$ cat src/rtl/stall_ctrl_pkg.sv
// stall_ctrl_pkg: shared definitions for the pipeline interlock logic.
//   mem_state_e     - data-memory wait FSM states
//   MEM_TIMEOUT_DEF - default frozen-cycle budget before mem_err
//   WAIT_CNT_W      - width of the memory wait counter
//   reg_match()     - true when the ID instruction reads register r (never $0)
package stall_ctrl_pkg;

  typedef enum logic [1:0] {
    STALL_IDLE = 2'd0,
    STALL_WAIT = 2'd1,
    STALL_ERR  = 2'd2
  } mem_state_e;

  localparam int unsigned MEM_TIMEOUT_DEF = 64;
  localparam int unsigned WAIT_CNT_W      = 16;

  // $0 is hardwired to zero, so a write to it can never create a dependency.
  function automatic logic reg_match(
    input logic [4:0] r,
    input logic [4:0] rs,
    input logic [4:0] rt,
    input logic       use_rs,
    input logic       use_rt
  );
    return (r != 5'd0) && ((use_rs && (rs == r)) || (use_rt && (rt == r)));
  endfunction

endpackage

$ cat src/rtl/stall_ctrl_if.sv
// stall_ctrl_if: pipeline-side view of the interlock scheduler.
//   ID fields  : id_rs, id_rt, id_use_rs, id_use_rt, id_is_branch
//   EX fields  : ex_rfwr, ex_wbsel, ex_is_load
//   MEM fields : mem_rfwr, mem_wbsel, mem_is_load, mem_req, mem_ready
//   Controls   : stall_if, stall_id, bubble_ex, freeze
// master = pipeline datapath, slave = stall_ctrl.
interface stall_ctrl_if;
  logic [4:0] id_rs;
  logic [4:0] id_rt;
  logic       id_use_rs;
  logic       id_use_rt;
  logic       id_is_branch;
  logic       ex_rfwr;
  logic [4:0] ex_wbsel;
  logic       ex_is_load;
  logic       mem_rfwr;
  logic [4:0] mem_wbsel;
  logic       mem_is_load;
  logic       mem_req;
  logic       mem_ready;
  logic       stall_if;
  logic       stall_id;
  logic       bubble_ex;
  logic       freeze;

  modport master (
    output id_rs, id_rt, id_use_rs, id_use_rt, id_is_branch,
    output ex_rfwr, ex_wbsel, ex_is_load,
    output mem_rfwr, mem_wbsel, mem_is_load, mem_req, mem_ready,
    input  stall_if, stall_id, bubble_ex, freeze
  );

  modport slave (
    input  id_rs, id_rt, id_use_rs, id_use_rt, id_is_branch,
    input  ex_rfwr, ex_wbsel, ex_is_load,
    input  mem_rfwr, mem_wbsel, mem_is_load, mem_req, mem_ready,
    output stall_if, stall_id, bubble_ex, freeze
  );
endinterface

$ cat src/rtl/stall_ctrl_mem_wait_fsm.sv
// mem_wait_fsm: tracks slow data-memory accesses.
//   clk, rstn  - clock, asynchronous active-low reset
//   mem_req    - data memory access active this cycle
//   mem_ready  - data memory completes this cycle
//   freeze_req - freeze the whole pipe (combinational, same cycle as the stall)
//   mem_err    - sticky timeout flag, cleared only by reset
module mem_wait_fsm
  import stall_ctrl_pkg::*;
#(
  parameter int unsigned MEM_TIMEOUT = MEM_TIMEOUT_DEF
) (
  input  logic clk,
  input  logic rstn,
  input  logic mem_req,
  input  logic mem_ready,
  output logic freeze_req,
  output logic mem_err
);

  localparam logic [WAIT_CNT_W-1:0] WAIT_LIMIT = WAIT_CNT_W'(MEM_TIMEOUT - 1);

  mem_state_e            state;
  logic [WAIT_CNT_W-1:0] wait_cnt;
  logic [WAIT_CNT_W-1:0] wait_cnt_inc;

  assign wait_cnt_inc = wait_cnt + WAIT_CNT_W'(1);

  // The cycle that starts a slow access is already frozen while still in IDLE,
  // so ERR is entered on the edge where the counter steps onto WAIT_LIMIT:
  // that edge closes exactly MEM_TIMEOUT consecutive frozen cycles.
  always_ff @(posedge clk or negedge rstn) begin
    if (!rstn) begin
      state    <= STALL_IDLE;
      wait_cnt <= '0;
      mem_err  <= 1'b0;
    end else begin
      case (state)
        STALL_IDLE: begin
          wait_cnt <= '0;
          if (mem_req && !mem_ready) state <= STALL_WAIT;
        end
        STALL_WAIT: begin
          if (mem_ready) begin
            state    <= STALL_IDLE;
            wait_cnt <= '0;
          end else begin
            wait_cnt <= wait_cnt_inc;
            if (wait_cnt_inc == WAIT_LIMIT) begin
              state   <= STALL_ERR;
              mem_err <= 1'b1;
            end
          end
        end
        STALL_ERR: begin
          mem_err <= 1'b1;
        end
        default: begin
          state    <= STALL_IDLE;
          wait_cnt <= '0;
          mem_err  <= 1'b0;
        end
      endcase
    end
  end

  // mem_err mirrors state==ERR, so the error case reuses the registered flag.
  assign freeze_req = mem_err || (mem_req && !mem_ready);

endmodule

$ cat src/rtl/stall_ctrl.sv
// stall_ctrl: pipeline interlock scheduler for the 5-stage MIPS core.
//   clk, rstn - core clock, asynchronous active-low reset
//   pif       - stall_ctrl_if.slave: ID/EX/MEM hazard fields, memory
//               handshake, and the stall_if/stall_id/bubble_ex/freeze controls
//   perf_clr  - synchronous clear of both performance counters
//   mem_err   - sticky memory-timeout flag
//   hz_cnt    - saturating count of cycles with bubble_ex=1
//   frz_cnt   - saturating count of cycles with freeze=1
module stall_ctrl
  import stall_ctrl_pkg::*;
#(
  parameter int unsigned MEM_TIMEOUT = MEM_TIMEOUT_DEF,
  parameter int unsigned CNT_W       = 32
) (
  input  logic             clk,
  input  logic             rstn,
  stall_ctrl_if.slave      pif,
  input  logic             perf_clr,
  output logic             mem_err,
  output logic [CNT_W-1:0] hz_cnt,
  output logic [CNT_W-1:0] frz_cnt
);

  logic match_ex;
  logic match_mem;
  logic h_load_use;
  logic h_br_ex;
  logic h_br_mem;
  logic hazard;
  logic freeze_req;

  mem_wait_fsm #(
    .MEM_TIMEOUT(MEM_TIMEOUT)
  ) u_mem_wait_fsm (
    .clk       (clk),
    .rstn      (rstn),
    .mem_req   (pif.mem_req),
    .mem_ready (pif.mem_ready),
    .freeze_req(freeze_req),
    .mem_err   (mem_err)
  );

  assign match_ex  = reg_match(pif.ex_wbsel, pif.id_rs, pif.id_rt,
                               pif.id_use_rs, pif.id_use_rt);
  assign match_mem = reg_match(pif.mem_wbsel, pif.id_rs, pif.id_rt,
                               pif.id_use_rs, pif.id_use_rt);

  // A branch waiting on a load sees h_load_use/h_br_ex while the load is in
  // EX and h_br_mem once it reaches MEM, giving two bubbles with no state.
  assign h_load_use = pif.ex_is_load && pif.ex_rfwr && match_ex;
  assign h_br_ex    = pif.id_is_branch && pif.ex_rfwr && match_ex;
  assign h_br_mem   = pif.id_is_branch && pif.mem_is_load && pif.mem_rfwr && match_mem;
  assign hazard     = h_load_use || h_br_ex || h_br_mem;

  // Freeze holds EX too, so a bubble then would drop the frozen instruction;
  // any hazard is simply re-evaluated once the freeze lifts.
  always_comb begin
    pif.stall_if  = 1'b0;
    pif.stall_id  = 1'b0;
    pif.bubble_ex = 1'b0;
    pif.freeze    = 1'b0;
    if (rstn) begin
      if (freeze_req) begin
        pif.freeze   = 1'b1;
        pif.stall_if = 1'b1;
        pif.stall_id = 1'b1;
      end else begin
        pif.stall_if  = hazard;
        pif.stall_id  = hazard;
        pif.bubble_ex = hazard;
      end
    end
  end

  always_ff @(posedge clk or negedge rstn) begin
    if (!rstn) begin
      hz_cnt  <= '0;
      frz_cnt <= '0;
    end else if (perf_clr) begin
      hz_cnt  <= '0;
      frz_cnt <= '0;
    end else begin
      if (pif.bubble_ex && (hz_cnt != '1)) hz_cnt  <= hz_cnt + CNT_W'(1);
      if (pif.freeze && (frz_cnt != '1))   frz_cnt <= frz_cnt + CNT_W'(1);
    end
  end

endmodule

$ cat src/flat_wrapper.sv
// flat-port wrapper written by rule: the top's interface ports become plain ports
module stall_ctrl_flat import stall_ctrl_pkg::*;
#(
  parameter int unsigned MEM_TIMEOUT = MEM_TIMEOUT_DEF,
  parameter int unsigned CNT_W       = 32
)
  (clk, rstn, perf_clr, mem_err, hz_cnt, frz_cnt, pif_id_rs, pif_id_rt, pif_id_use_rs, pif_id_use_rt, pif_id_is_branch, pif_ex_rfwr, pif_ex_wbsel, pif_ex_is_load, pif_mem_rfwr, pif_mem_wbsel, pif_mem_is_load, pif_mem_req, pif_mem_ready, pif_stall_if, pif_stall_id, pif_bubble_ex, pif_freeze);
  stall_ctrl_if pif_i ();
  input  logic clk;
  input  logic rstn;
  input  logic perf_clr;
  output logic mem_err;
  output logic [CNT_W-1:0] hz_cnt;
  output logic [CNT_W-1:0] frz_cnt;
  input wire logic [$bits(pif_i.id_rs)-1:0] pif_id_rs;
  input wire logic [$bits(pif_i.id_rt)-1:0] pif_id_rt;
  input wire logic [$bits(pif_i.id_use_rs)-1:0] pif_id_use_rs;
  input wire logic [$bits(pif_i.id_use_rt)-1:0] pif_id_use_rt;
  input wire logic [$bits(pif_i.id_is_branch)-1:0] pif_id_is_branch;
  input wire logic [$bits(pif_i.ex_rfwr)-1:0] pif_ex_rfwr;
  input wire logic [$bits(pif_i.ex_wbsel)-1:0] pif_ex_wbsel;
  input wire logic [$bits(pif_i.ex_is_load)-1:0] pif_ex_is_load;
  input wire logic [$bits(pif_i.mem_rfwr)-1:0] pif_mem_rfwr;
  input wire logic [$bits(pif_i.mem_wbsel)-1:0] pif_mem_wbsel;
  input wire logic [$bits(pif_i.mem_is_load)-1:0] pif_mem_is_load;
  input wire logic [$bits(pif_i.mem_req)-1:0] pif_mem_req;
  input wire logic [$bits(pif_i.mem_ready)-1:0] pif_mem_ready;
  output wire logic [$bits(pif_i.stall_if)-1:0] pif_stall_if;
  output wire logic [$bits(pif_i.stall_id)-1:0] pif_stall_id;
  output wire logic [$bits(pif_i.bubble_ex)-1:0] pif_bubble_ex;
  output wire logic [$bits(pif_i.freeze)-1:0] pif_freeze;
  assign pif_i.id_rs = pif_id_rs;
  assign pif_i.id_rt = pif_id_rt;
  assign pif_i.id_use_rs = pif_id_use_rs;
  assign pif_i.id_use_rt = pif_id_use_rt;
  assign pif_i.id_is_branch = pif_id_is_branch;
  assign pif_i.ex_rfwr = pif_ex_rfwr;
  assign pif_i.ex_wbsel = pif_ex_wbsel;
  assign pif_i.ex_is_load = pif_ex_is_load;
  assign pif_i.mem_rfwr = pif_mem_rfwr;
  assign pif_i.mem_wbsel = pif_mem_wbsel;
  assign pif_i.mem_is_load = pif_mem_is_load;
  assign pif_i.mem_req = pif_mem_req;
  assign pif_i.mem_ready = pif_mem_ready;
  assign pif_stall_if = pif_i.stall_if;
  assign pif_stall_id = pif_i.stall_id;
  assign pif_bubble_ex = pif_i.bubble_ex;
  assign pif_freeze = pif_i.freeze;
  stall_ctrl #(.MEM_TIMEOUT(MEM_TIMEOUT), .CNT_W(CNT_W)) u_core (.clk(clk), .rstn(rstn), .pif(pif_i), .perf_clr(perf_clr), .mem_err(mem_err), .hz_cnt(hz_cnt), .frz_cnt(frz_cnt));
endmodule
$ cat config.mk
export PLATFORM = sky130hd
export DESIGN_NAME = stall_ctrl_flat
export DESIGN_NICKNAME = d
export VERILOG_FILES = /design/src/rtl/stall_ctrl_pkg.sv /design/src/rtl/stall_ctrl_if.sv /design/src/rtl/stall_ctrl_mem_wait_fsm.sv /design/src/rtl/stall_ctrl.sv /design/src/flat_wrapper.sv
export SDC_FILE = /design/constraint.sdc
export NUM_CORES = 1
export LEC_CHECK = 0
export ABC_CLOCK_PERIOD_IN_PS = 2810
export CAP_MARGIN = 0
export CORE_ASPECT_RATIO = 0.6
export CORE_MARGIN = 4
export CORE_UTILIZATION = 31
export CTS_BUF_LIST = sky130_fd_sc_hd__clkbuf_8
export CTS_CLUSTER_SIZE = 40
export DETAILED_ROUTE_END_ITERATION = 12
export MAX_ROUTING_LAYER = met4
export PLACE_DENSITY_LB_ADDON = 0.25
export SYNTH_ARGS = -nofsm -noshare
export SYNTH_HDL_FRONTEND = slang
export SYNTH_HIERARCHICAL = 1
export SYNTH_SLANG_ARGS = --single-unit
$ cat constraint.sdc
create_clock -name clk -period 2.81 [get_ports clk]
set_clock_uncertainty 0.05 [all_clocks]
set_input_delay 0.562 -clock clk [delete_from_list [all_inputs] [get_ports clk]]
set_output_delay 0.562 -clock clk [all_outputs]
set_load 0.005 [all_outputs]
==> results of run 1 <==
## power by group through the flow
stage	Clock (µW)	Sequential [µW]	Combinational, µW
2_1_floorplan	0	1270	260
3_3_place_gp	0	1280	497
3_5_place_dp	0	1280	508
4_1_cts	895	1260	513
5_1_grt	946	1260	583
6_report	858	1260	525
## critical path: stages
cell             delay, ps
clkdlybuf4s50_1        450
xnor2_1                210
nand4_1                160
o22ai_2                190
buf_4                  140
a22oi_2                 50
nand2_1                100
dlygate4sd2_1          240
## layer usage
metal | wire (µm) | global-route usage
met2 | 6660 | 0.239
met1 | 7330 | 0.224
met3 | 779 | 0.0400
met5 | 0 | -
met4 | 182 | 0.0350
## final timing paths
check,endpoint,cells past startpoint,start
min in group clk,u_core/u_mem_wait_fsm/wait_cnt[15]$_DFFE_PN0P_,1,u_core/u_mem_wait_fsm/wait_cnt[15]$_DFFE_PN0P_
max in group asynchronous,u_core/hz_cnt[6]$_DFFE_PN0P_,3,rstn
min reg2reg,u_core/u_mem_wait_fsm/wait_cnt[15]$_DFFE_PN0P_,1,u_core/u_mem_wait_fsm/wait_cnt[15]$_DFFE_PN0P_
max,pif_stall_id,8,pif_id_rt[4]
min,u_core/frz_cnt[10]$_DFFE_PN0P_,2,rstn
max reg2reg,u_core/u_mem_wait_fsm/mem_err$_DFFE_PN0P_,8,u_core/u_mem_wait_fsm/wait_cnt[0]$_DFFE_PN0P_
## state kept, by name (all words and copies together) (netlist names)
signal / cells
u_core/frz_cnt: 32
u_core/hz_cnt: 32
u_core/u_mem_wait_fsm/wait_cnt: 16
u_core/u_mem_wait_fsm/state: 2
u_core/u_mem_wait_fsm/mem_err: 1
## layout make-up
cell class                 count  area, µm²
fill                        1623       9500
tap                          228        285
clock inverter                 6       57.6
multi-input combinational    463       2910
timing repair buffer         134       1270
inverter                      12       45.0
clock buffer                   9        124
sequential                    83       2080
## cell usage in the layout (no fill, tap or decap), types with 6 or more instances in the layout
cell	Yosys	layout
o21ai_0	51	51
dlygate4sd2_1	0	15
xnor2_1	30	29
nor3_1	14	13
ha_1	7	7
or3_1	26	26
xor2_1	17	17
or4_1	6	6
nand3_1	36	36
o31ai_1	10	10
and2_1	6	6
and4_1	12	12
dfrtp_1	83	83
nor2_1	49	49
o41ai_1	6	6
nor2b_1	7	7
clkdlybuf4s50_1	0	80
nand4_1	39	39
nand2_1	38	37
mux2_2	6	6
buf_4	5	32
and3_1	18	18
inv_1	11	11
a21oi_1	39	38
clkbuf_8	0	9
## logic make-up (layout without fill, tap and decap cells)
| kind of cell | count (synthesis) | after routing |
|---|---|---|
| and+or+nand+nor | 272 | 272 |
| AOI/OAI and AO/OA | 128 | 128 |
| DFF | 83 | 83 |
| xor gates and xnor gates | 47 | 47 |
| buffers and inverters | 46 | 161 |
| muxes | 9 | 9 |
| adders and majority gates | 7 | 7 |
## stage by stage
step	hold slack, ps	area, µm²	utilization
finish	222	6770	0.416
global route	241	6770	0.416
CTS	233	6710	0.413
detailed placement	485	6490	0.399
global placement	465	6490	0.399
floorplan	216	5140	-
## repair_timing
action	4_1_cts	5_1_grt
hold endpoints to repair	0	0
gates resized for setup	19	9
buffers inserted	5	2
pin swaps	9	6
hold buffers	0	0
endpoints found under the setup margin	4	12
==> results.py, run 1 <==
metrics = {
    "critical_path": {
        "endpoint_kind": "primary output",
        "startpoint_type": "input port",
        "cp_max_fo": 2,
        "crit_type": "in -> out",
        "cp.arrival_ps": 2100,
        "r2r_slack_ps": 290,
        "required_ps": 2200,
    },
    "power": {
        "p_clk_frac": 0.325,
        "switchingPower_uw": 775,
        "ir_drop_uv": 239,
        "power.total_uw": 2640,
        "share_comb_of_total_power": 0.199,
        "swShare": 0.293,
        "power_density_nw_per_um2": 391,
        "p_int_uw": 1870,
        "share_seq_of_total_power": 0.477,
        "p_leak_uw": 0.00264,
    },
    "die": {
        "die_w_um": 174,
        "core-area_um2": 16300,
        "num_rows": 36,
        "io-pin-count": 101,
        "die_h_um": 108,
        "initial_core_util": 0.316,
        "die-area_um2": 18800,
    },
    "timing": {
        "clock.fmax_mhz": 368,
        "tightest_slew_ps": 789,
        "setup_tns_ps": 0,
        "finalCriticalPeriod_ps": 2720,
        "rsz0062_at_grt": "no",
        "slew_headroom": 0.474,
        "hold_violations": 0,
        "layout_setup_ws_ps": 94.0,
        "timing.final.crit_share": 0.967,
        "drv_slew": 0,
        "setup_viol_count_final": 0,
    },
    "routing": {
        "final_antenna_net_count": 0,
        "drtIter0Drc": 275,
        "vias": 4958,
        "drcViolationCount": 0,
        "drt-total-wl_um": 15000,
        "avgViaCountPerCell": 5.30,
        "wl_per_cell_um": 16.0,
        "drtPass1Iterations": 5,
    },
    "layout": {
        "syn2layout_area_growth_pct": 31.5,
        "post_route_cells_drive_above_1_share": 0.109,
        "nets": 742,
        "fin_cells": 935,
        "diodes": 0,
    },
    "clocking": {
        "cts_tree": "yes",
        "cts_max_level": 3,
        "clk_latency_ps": 360,
        "clkTransAtPathRegs_ps": 90,
        "cts_max_path_buffers": 2,
        "cts-root-buf": "clkbuf_8",
        "cts_sinks": 83,
        "cts_made_buffers": 9,
    },
    "yosys": {
        "muxShareOfSynthArea": 0.0190,
        "synthSimpleGateAreaFrac": 0.289,
        "yosysTopAreaCellShare": 0.404,
        "synth_fa_ha_area_frac": 0.0170,
        "yosysUniqueCellTypes": 58,
        "synth-seq-area-share": 0.404,
        "synth_area_per_cell_um2": 8.69,
        "synth_xor_area_frac": 0.0800,
        "synthCells": 592,
        "synth_area_leaders": "dfrtp_1 40%, xnor2_1 5.1%, o21ai_0 5.0%",
        "synth_compound_area_frac": 0.149,
        "synth_seq_cells": 83,
        "synth_top_family_by_area": "simple AND/OR/NAND/NOR gates",
        "syn_area_um2": 5140,
        "synth_edf_count": 0,
        "yosysWarnings": 6,
        "synth_flop_cell": "dfrtp_1",
        "ys_top_cells_by_count": "83 x dfrtp_1, 51 x o21ai_0, 49 x nor2_1",
        "yosysMostFrequentCell": "dfrtp_1",
        "synth_largest_area_cell": "dfrtp_1",
        "synth_fp_nets": 631,
        "async_reset_ff_frac": 1.00,
    },
    "placement": {
        "dp_cells": 914,
        "dp_hpwl_um": 10600,
        "gp_congestion": 0.858,
        "numPortBuffers": 100,
        "pre_cts_slack_ps": -276,
    },
    "global_route": {
        "grtUsageTotal": 0.161,
        "grt_pass1_vias": 4662,
        "grt_overflow_total": 0,
        "grt_pass1_wl_um": 24000,
        "antenna_found_initial": 0,
        "grt_max_degree": 59,
    },
    "worst_hold_path": {
        "hold_class": "in -> async",
    },
    "job": {
        "maxCapViolations": 0,
    },
    "run_status": {
        "status": "completed",
    },
}
(Power assumes the default switching activity.)
==> inputs of run 2 (changes only) <==
--- a/config.mk
+++ b/config.mk
@@ -5,7 +5,6 @@
 export SDC_FILE = /design/constraint.sdc
 export NUM_CORES = 1
 export LEC_CHECK = 0
-export ABC_CLOCK_PERIOD_IN_PS = 2810
 export CAP_MARGIN = 0
 export CORE_ASPECT_RATIO = 0.6
 export CORE_MARGIN = 4
@@ -15,6 +14,8 @@
 export DETAILED_ROUTE_END_ITERATION = 12
 export MAX_ROUTING_LAYER = met4
 export PLACE_DENSITY_LB_ADDON = 0.25
+export SETUP_SLACK_MARGIN = 0.4
+export SKIP_CTS_REPAIR_TIMING = 1
 export SYNTH_ARGS = -nofsm -noshare
 export SYNTH_HDL_FRONTEND = slang
 export SYNTH_HIERARCHICAL = 1
==> run 2 against run 1 <==
Net effect:
- clock-buffer cell count stayed put
- maximum frequency rose by 11%
- flip-flop and latch count unchanged
- critical path depth is 2 lower
- die area stayed put
- hold slack improved by 18 ps
- register-to-register slack improved by 200 ps
- utilization increased by 1.4 points
- worst setup slack improved by 260 ps
- combinational power grew 4.2%
- sequential power about the same
- critical endpoint is now pif_bubble_ex
- largest power group unchanged
==> results.py, run 2 (synthesis gave the netlist of run 1 again) <==
metrics = {
    "critical_path": {
        "critPathBufInv": 3,
        "endpoint_kind": "primary output",
        "crit_chain": "clkdlybuf4s50_1 -> o211ai_1 -> a21oi_2 -> a32oi_4 -> inv_1 -> dlymetal6s2s_1",
        "cpPeakStageDelay_ps": 400,
        "crit_type": "in -> out",
        "crit_family": "compound AO/OA/AOI/OAI gates",
        "cp.arrival_ps": 1840,
        "cp_max_fo": 5,
        "cp_slowest_cell": "clkdlybuf4s50_1",
        "required_ps": 2200,
        "startpoint_type": "input port",
    },
    "clocking": {
        "cts_max_level": 3,
        "cts-root-buf": "clkbuf_8",
        "cts_tree": "yes",
        "clk_latency_ps": 360,
        "cts_sinks": 83,
        "clkTransAtPathRegs_ps": 80,
        "cts_max_path_buffers": 2,
        "cts_made_buffers": 9,
    },
    "power": {
        "share_seq_of_total_power": 0.472,
        "p_leak_uw": 0.00289,
        "swShare": 0.294,
        "p_int_uw": 1880,
        "share_comb_of_total_power": 0.206,
        "ir_drop_uv": 239,
        "p_clk_frac": 0.322,
        "switchingPower_uw": 782,
        "power_density_nw_per_um2": 380,
    },
    "run_status": {
        "status": "completed",
    },
    "routing": {
        "final_antenna_net_count": 0,
        "drcViolationCount": 0,
        "drt-total-wl_um": 15400,
        "drtPass1Iterations": 5,
        "drtIter0Drc": 278,
        "avgViaCountPerCell": 5.39,
        "wl_per_cell_um": 16.4,
        "vias": 5063,
    },
    "die": {
        "io-pin-count": 101,
        "die_h_um": 108,
        "die_w_um": 174,
        "core-area_um2": 16300,
        "initial_core_util": 0.316,
        "die-area_um2": 18800,
        "num_rows": 36,
    },
    "job": {
        "maxCapViolations": 0,
    },
    "timing": {
        "setup_viol_count_final": 0,
        "whs_ps": 240,
        "drv_slew": 0,
        "finalCriticalPeriod_ps": 2460,
        "layout_setup_ws_ps": 354,
        "slew_headroom": 0.469,
        "clock.fmax_mhz": 407,
        "rsz0062_at_grt": "yes",
        "tightest_slew_ps": 797,
        "timing.final.crit_share": 0.874,
        "hold_violations": 0,
    },
    "global_route": {
        "grt_max_degree": 59,
        "grt_pass1_vias": 4602,
        "antenna_found_initial": 0,
        "grtUsageTotal": 0.159,
        "grt_overflow_total": 0,
        "grt_pass1_wl_um": 23700,
    },
    "layout": {
        "post_route_cells_drive_above_1_share": 0.146,
        "postLayoutCellArea_um2": 7000,
        "final_cell_mix": "82 x dfrtp_1, 70 x clkdlybuf4s50_1, 51 x o21ai_0",
        "nets": 747,
        "syn2layout_area_growth_pct": 36.0,
        "fin_util": 0.430,
        "layout_commonest_cell": "dfrtp_1",
        "largestRegisters": "u_core/frz_cnt x32, u_core/hz_cnt x32, u_core/u_mem_wait_fsm/wait_cnt x16",
        "diodes": 0,
    },
    "placement": {
        "place_area_um2": 6490,
        "pre_cts_slack_ps": -276,
        "gp_congestion": 0.858,
        "dp_hpwl_um": 10600,
        "numPortBuffers": 100,
    },
    "worst_hold_path": {
        "hold_class": "in -> async",
    },
}
run 2: per-layer routing:
layer	vias to the layer above	track usage	share of wire
li1	2409	-	-
met1	2476	0.222	0.48
met2	167	0.235	0.45
met3	11	0.0386	0.057
met4	0	0.0322	0.0068
met5	-	-	0
run 2: area by class of cell:
| cell class | instances | area [µm²] |
|---|---|---|
| tap | 228 | 285 |
| clock inverter | 6 | 57.6 |
| clock buffer | 9 | 124 |
| sequential | 83 | 2080 |
| timing repair buffer | 139 | 1420 |
| fill | 1606 | 9260 |
| inverter | 12 | 45.0 |
| multi-input combinational | 463 | 2990 |
run 2: through the flow:
stage          setup TNS, ps  instances  total power [µW]
2_1_floorplan              0        592              1530
3_3_place_gp           -1900        914              1780
3_5_place_dp           -4020        914              1790
4_1_cts                 -755        929              2660
5_1_grt                    0        940              2810
6_report                   0        940              2660
run 2: power by group through the flow:
stage / registers, µW / clock network, µW / logic [µW]
finish: 1250 / 856 / 547
CTS: 1260 / 895 / 510
global placement: 1280 / 0 / 497
floorplan: 1270 / 0 / 260
global route: 1260 / 946 / 606
detailed placement: 1280 / 0 / 508
run 2: worst paths after layout:
check / to / slack, ps / depth (start not counted) / start
min in group clk: u_core/u_mem_wait_fsm/wait_cnt[15]$_DFFE_PN0P_ / 490 / 1 / u_core/u_mem_wait_fsm/wait_cnt[15]$_DFFE_PN0P_
max in group asynchronous: u_core/hz_cnt[2]$_DFFE_PN0P_ / 1360 / 3 / rstn
worst max-delay path: pif_bubble_ex / 350 / 6 / pif_ex_is_load
worst max register to register: u_core/hz_cnt[16]$_DFFE_PN0P_ / 490 / 6 / u_core/hz_cnt[0]$_DFFE_PN0P_
worst min-delay path: u_core/u_mem_wait_fsm/wait_cnt[6]$_DFFE_PN0P_ / 240 / 2 / rstn
worst min register to register: u_core/u_mem_wait_fsm/wait_cnt[15]$_DFFE_PN0P_ / 490 / 1 / u_core/u_mem_wait_fsm/wait_cnt[15]$_DFFE_PN0P_
==> inputs of run 3 (changes only) <==
--- a/config.mk
+++ b/config.mk
@@ -10,8 +10,10 @@
 export CORE_MARGIN = 4
 export CORE_UTILIZATION = 31
 export CTS_BUF_LIST = sky130_fd_sc_hd__clkbuf_8
+export CTS_CLUSTER_DIAMETER = 50
 export CTS_CLUSTER_SIZE = 40
 export DETAILED_ROUTE_END_ITERATION = 12
+export GPL_TIMING_DRIVEN = 0
 export MAX_ROUTING_LAYER = met4
 export PLACE_DENSITY_LB_ADDON = 0.25
 export SETUP_SLACK_MARGIN = 0.4
==> run 3 against run 2 <==
Net effect:
- utilization rose by 0.58 points
- global-route usage rose by 0.72 points
- via count rose by 1.6%
- register-to-register slack barely moved
- sequential power barely moved
- critical endpoint unchanged
- sequential share of layout area fell by 0.36 points
- combinational power fell by 4.2%
- largest cell class unchanged
- highest routed layer unchanged
- non-clock buffer count rose by 16
- worst setup slack got worse by 140 ps
- routed wire length rose by 4.2%
- maximum frequency fell by 5.6%
==> results.py, run 3 (synthesis gave the netlist of run 1 again) <==
metrics = {
    "timing": {
        "setup_viol_count_final": 0,
        "drv_slew": 0,
        "rsz0062_at_grt": "yes",
        "finalCriticalPeriod_ps": 2600,
        "setup_tns_ps": 0,
        "timing.final.crit_share": 0.925,
        "tightest_slew_ps": 936,
        "hold_violations": 0,
        "slew_headroom": 0.374,
        "clock.fmax_mhz": 385,
    },
    "die": {
        "die_h_um": 108,
        "core-area_um2": 16300,
        "initial_core_util": 0.316,
        "num_rows": 36,
        "die_w_um": 174,
        "die-area_um2": 18800,
        "io-pin-count": 101,
    },
    "global_route": {
        "grt_max_degree": 69,
        "grt_overflow_total": 0,
        "antenna_found_initial": 0,
        "grt_pass1_wl_um": 24700,
        "grt_pass1_vias": 4729,
        "grtUsageTotal": 0.166,
    },
    "layout": {
        "diodes": 0,
        "nets": 763,
        "final_cell_mix": "80 x dfrtp_1, 69 x clkdlybuf4s50_1, 51 x o21ai_0",
        "post_route_cells_drive_above_1_share": 0.141,
        "syn2layout_area_growth_pct": 37.9,
        "fin_cells": 957,
        "layout_commonest_cell": "dfrtp_1",
        "largestRegisters": "u_core/frz_cnt x32, u_core/hz_cnt x32, u_core/u_mem_wait_fsm/wait_cnt x16",
    },
    "clocking": {
        "cts_max_level": 3,
        "clkTransAtPathRegs_ps": 90,
        "clk_latency_ps": 370,
        "cts-root-buf": "clkbuf_8",
        "cts_sinks": 83,
        "cts_tree": "yes",
        "cts_max_path_buffers": 2,
        "cts_made_buffers": 9,
    },
    "critical_path": {
        "r2r_slack_ps": 490,
        "r2r-start": "u_core/hz_cnt[0]$_DFFE_PN0P_",
        "r2r-end": "u_core/hz_cnt[16]$_DFFE_PN0P_",
        "cp_max_fo": 10,
        "setup.worst_path.end": "pif_bubble_ex",
        "crit_path_start": "pif_ex_wbsel[0]",
        "crit_type": "in -> out",
        "endpoint_kind": "primary output",
        "worst_r2r_path_depth": 7,
        "startpoint_type": "input port",
        "required_ps": 2200,
        "cp.arrival_ps": 1990,
    },
    "placement": {
        "gp_congestion": 0.869,
        "numPortBuffers": 100,
        "dp_cells": 921,
        "dp_hpwl_um": 11100,
    },
    "routing": {
        "avgViaCountPerCell": 5.37,
        "drt-total-wl_um": 16100,
        "drcViolationCount": 0,
        "final_antenna_net_count": 0,
        "wl_per_cell_um": 16.8,
        "drtIter0Drc": 442,
        "vias": 5143,
        "drtPass1Iterations": 5,
    },
    "job": {
        "maxCapViolations": 0,
    },
    "run_status": {
        "status": "completed",
    },
    "power": {
        "p_leak_uw": 0.00297,
        "power_density_nw_per_um2": 378,
        "ir_drop_uv": 179,
    },
    "worst_hold_path": {
        "hold_class": "in -> async",
    },
}
[run 3: cell types whose count changed in the layout (fill, tap and decap cells not counted), moves of 3 or more]
cell and delta:
nor4_4 +3, clkbuf_1 +14, a21oi_2 -3, a21oi_1 +3, buf_2 +8, clkinv_2 -3, buf_4 -11, buf_12 -4
nor4_2 -4, clkbuf_2 +4
[run 3: worst min-delay path by stage]
stage / startpoint / to / cells past startpoint / slack [ps]
after floorplan: rstn / u_core/frz_cnt[0]$_DFFE_PN0P_ / 0 / 220
after global placement: u_core/u_mem_wait_fsm/wait_cnt[15]$_DFFE_PN0P_ / u_core/u_mem_wait_fsm/wait_cnt[15]$_DFFE_PN0P_ / 1 / 460
after detailed placement: rstn / u_core/hz_cnt[13]$_DFFE_PN0P_ / 1 / 430
after CTS: rstn / u_core/hz_cnt[13]$_DFFE_PN0P_ / 1 / 20
after global routing: rstn / u_core/frz_cnt[12]$_DFFE_PN0P_ / 2 / 40
final: rstn / u_core/frz_cnt[12]$_DFFE_PN0P_ / 2 / 80
[run 3: critical path: stages]
cell and delay (ps):
dlymetal6s2s_1 180, xnor2_1 150, nand4_1 120, o22ai_2 90
buf_4 150, a32oi_4 270, buf_6 150, buf_6 130
inv_1 40, dlymetal6s2s_1 140
[run 3: where the power goes]
| part | internal [µW] | total (µW) | switching [µW] | leakage [µW] |
|---|---|---|---|---|
| sequential | 1220 | 1260 | 38.6 | 0.00115 |
| clock | 417 | 901 | 484 | 0.0000962 |
| combinational | 234 | 524 | 290 | 0.00172 |
| total | 1870 | 2680 | 812 | 0.00297 |
[run 3: through the flow]
step | setup WS (ps) | area [µm²] | hold WS [ps] | util | total power, µW
floorplan | 525 | 5140 | 216 | - | 1530
global placement | -3840 | 6430 | 456 | 0.396 | 1740
detailed placement | -856 | 6460 | 428 | 0.397 | 1750
CTS | -858 | 6660 | 24.4 | 0.409 | 2660
global route | 146 | 7090 | 44.6 | 0.436 | 2830
finish | 209 | 7090 | 77.7 | 0.436 | 2680
[run 3: per-layer routing]
layer	wire, µm	global-route usage	vias to the layer above	share of wire
met5	0	-	-	0
met2	6920	0.235	167	0.43
met3	878	0.0362	17	0.055
li1	-	-	2445	-
met4	174	0.0339	0	0.011
met1	8100	0.244	2514	0.50
[run 3: layout make-up]
cell class              count  area (µm²)
clock buffers               9         124
repair buffers            121        1280
fillers                  1561        9170
flip-flops and latches     83        2080
multi-input cells         463        3020
clock inverters             7        76.3
inverters                  12        45.0
plain buffers              34         183
well taps                 228         285
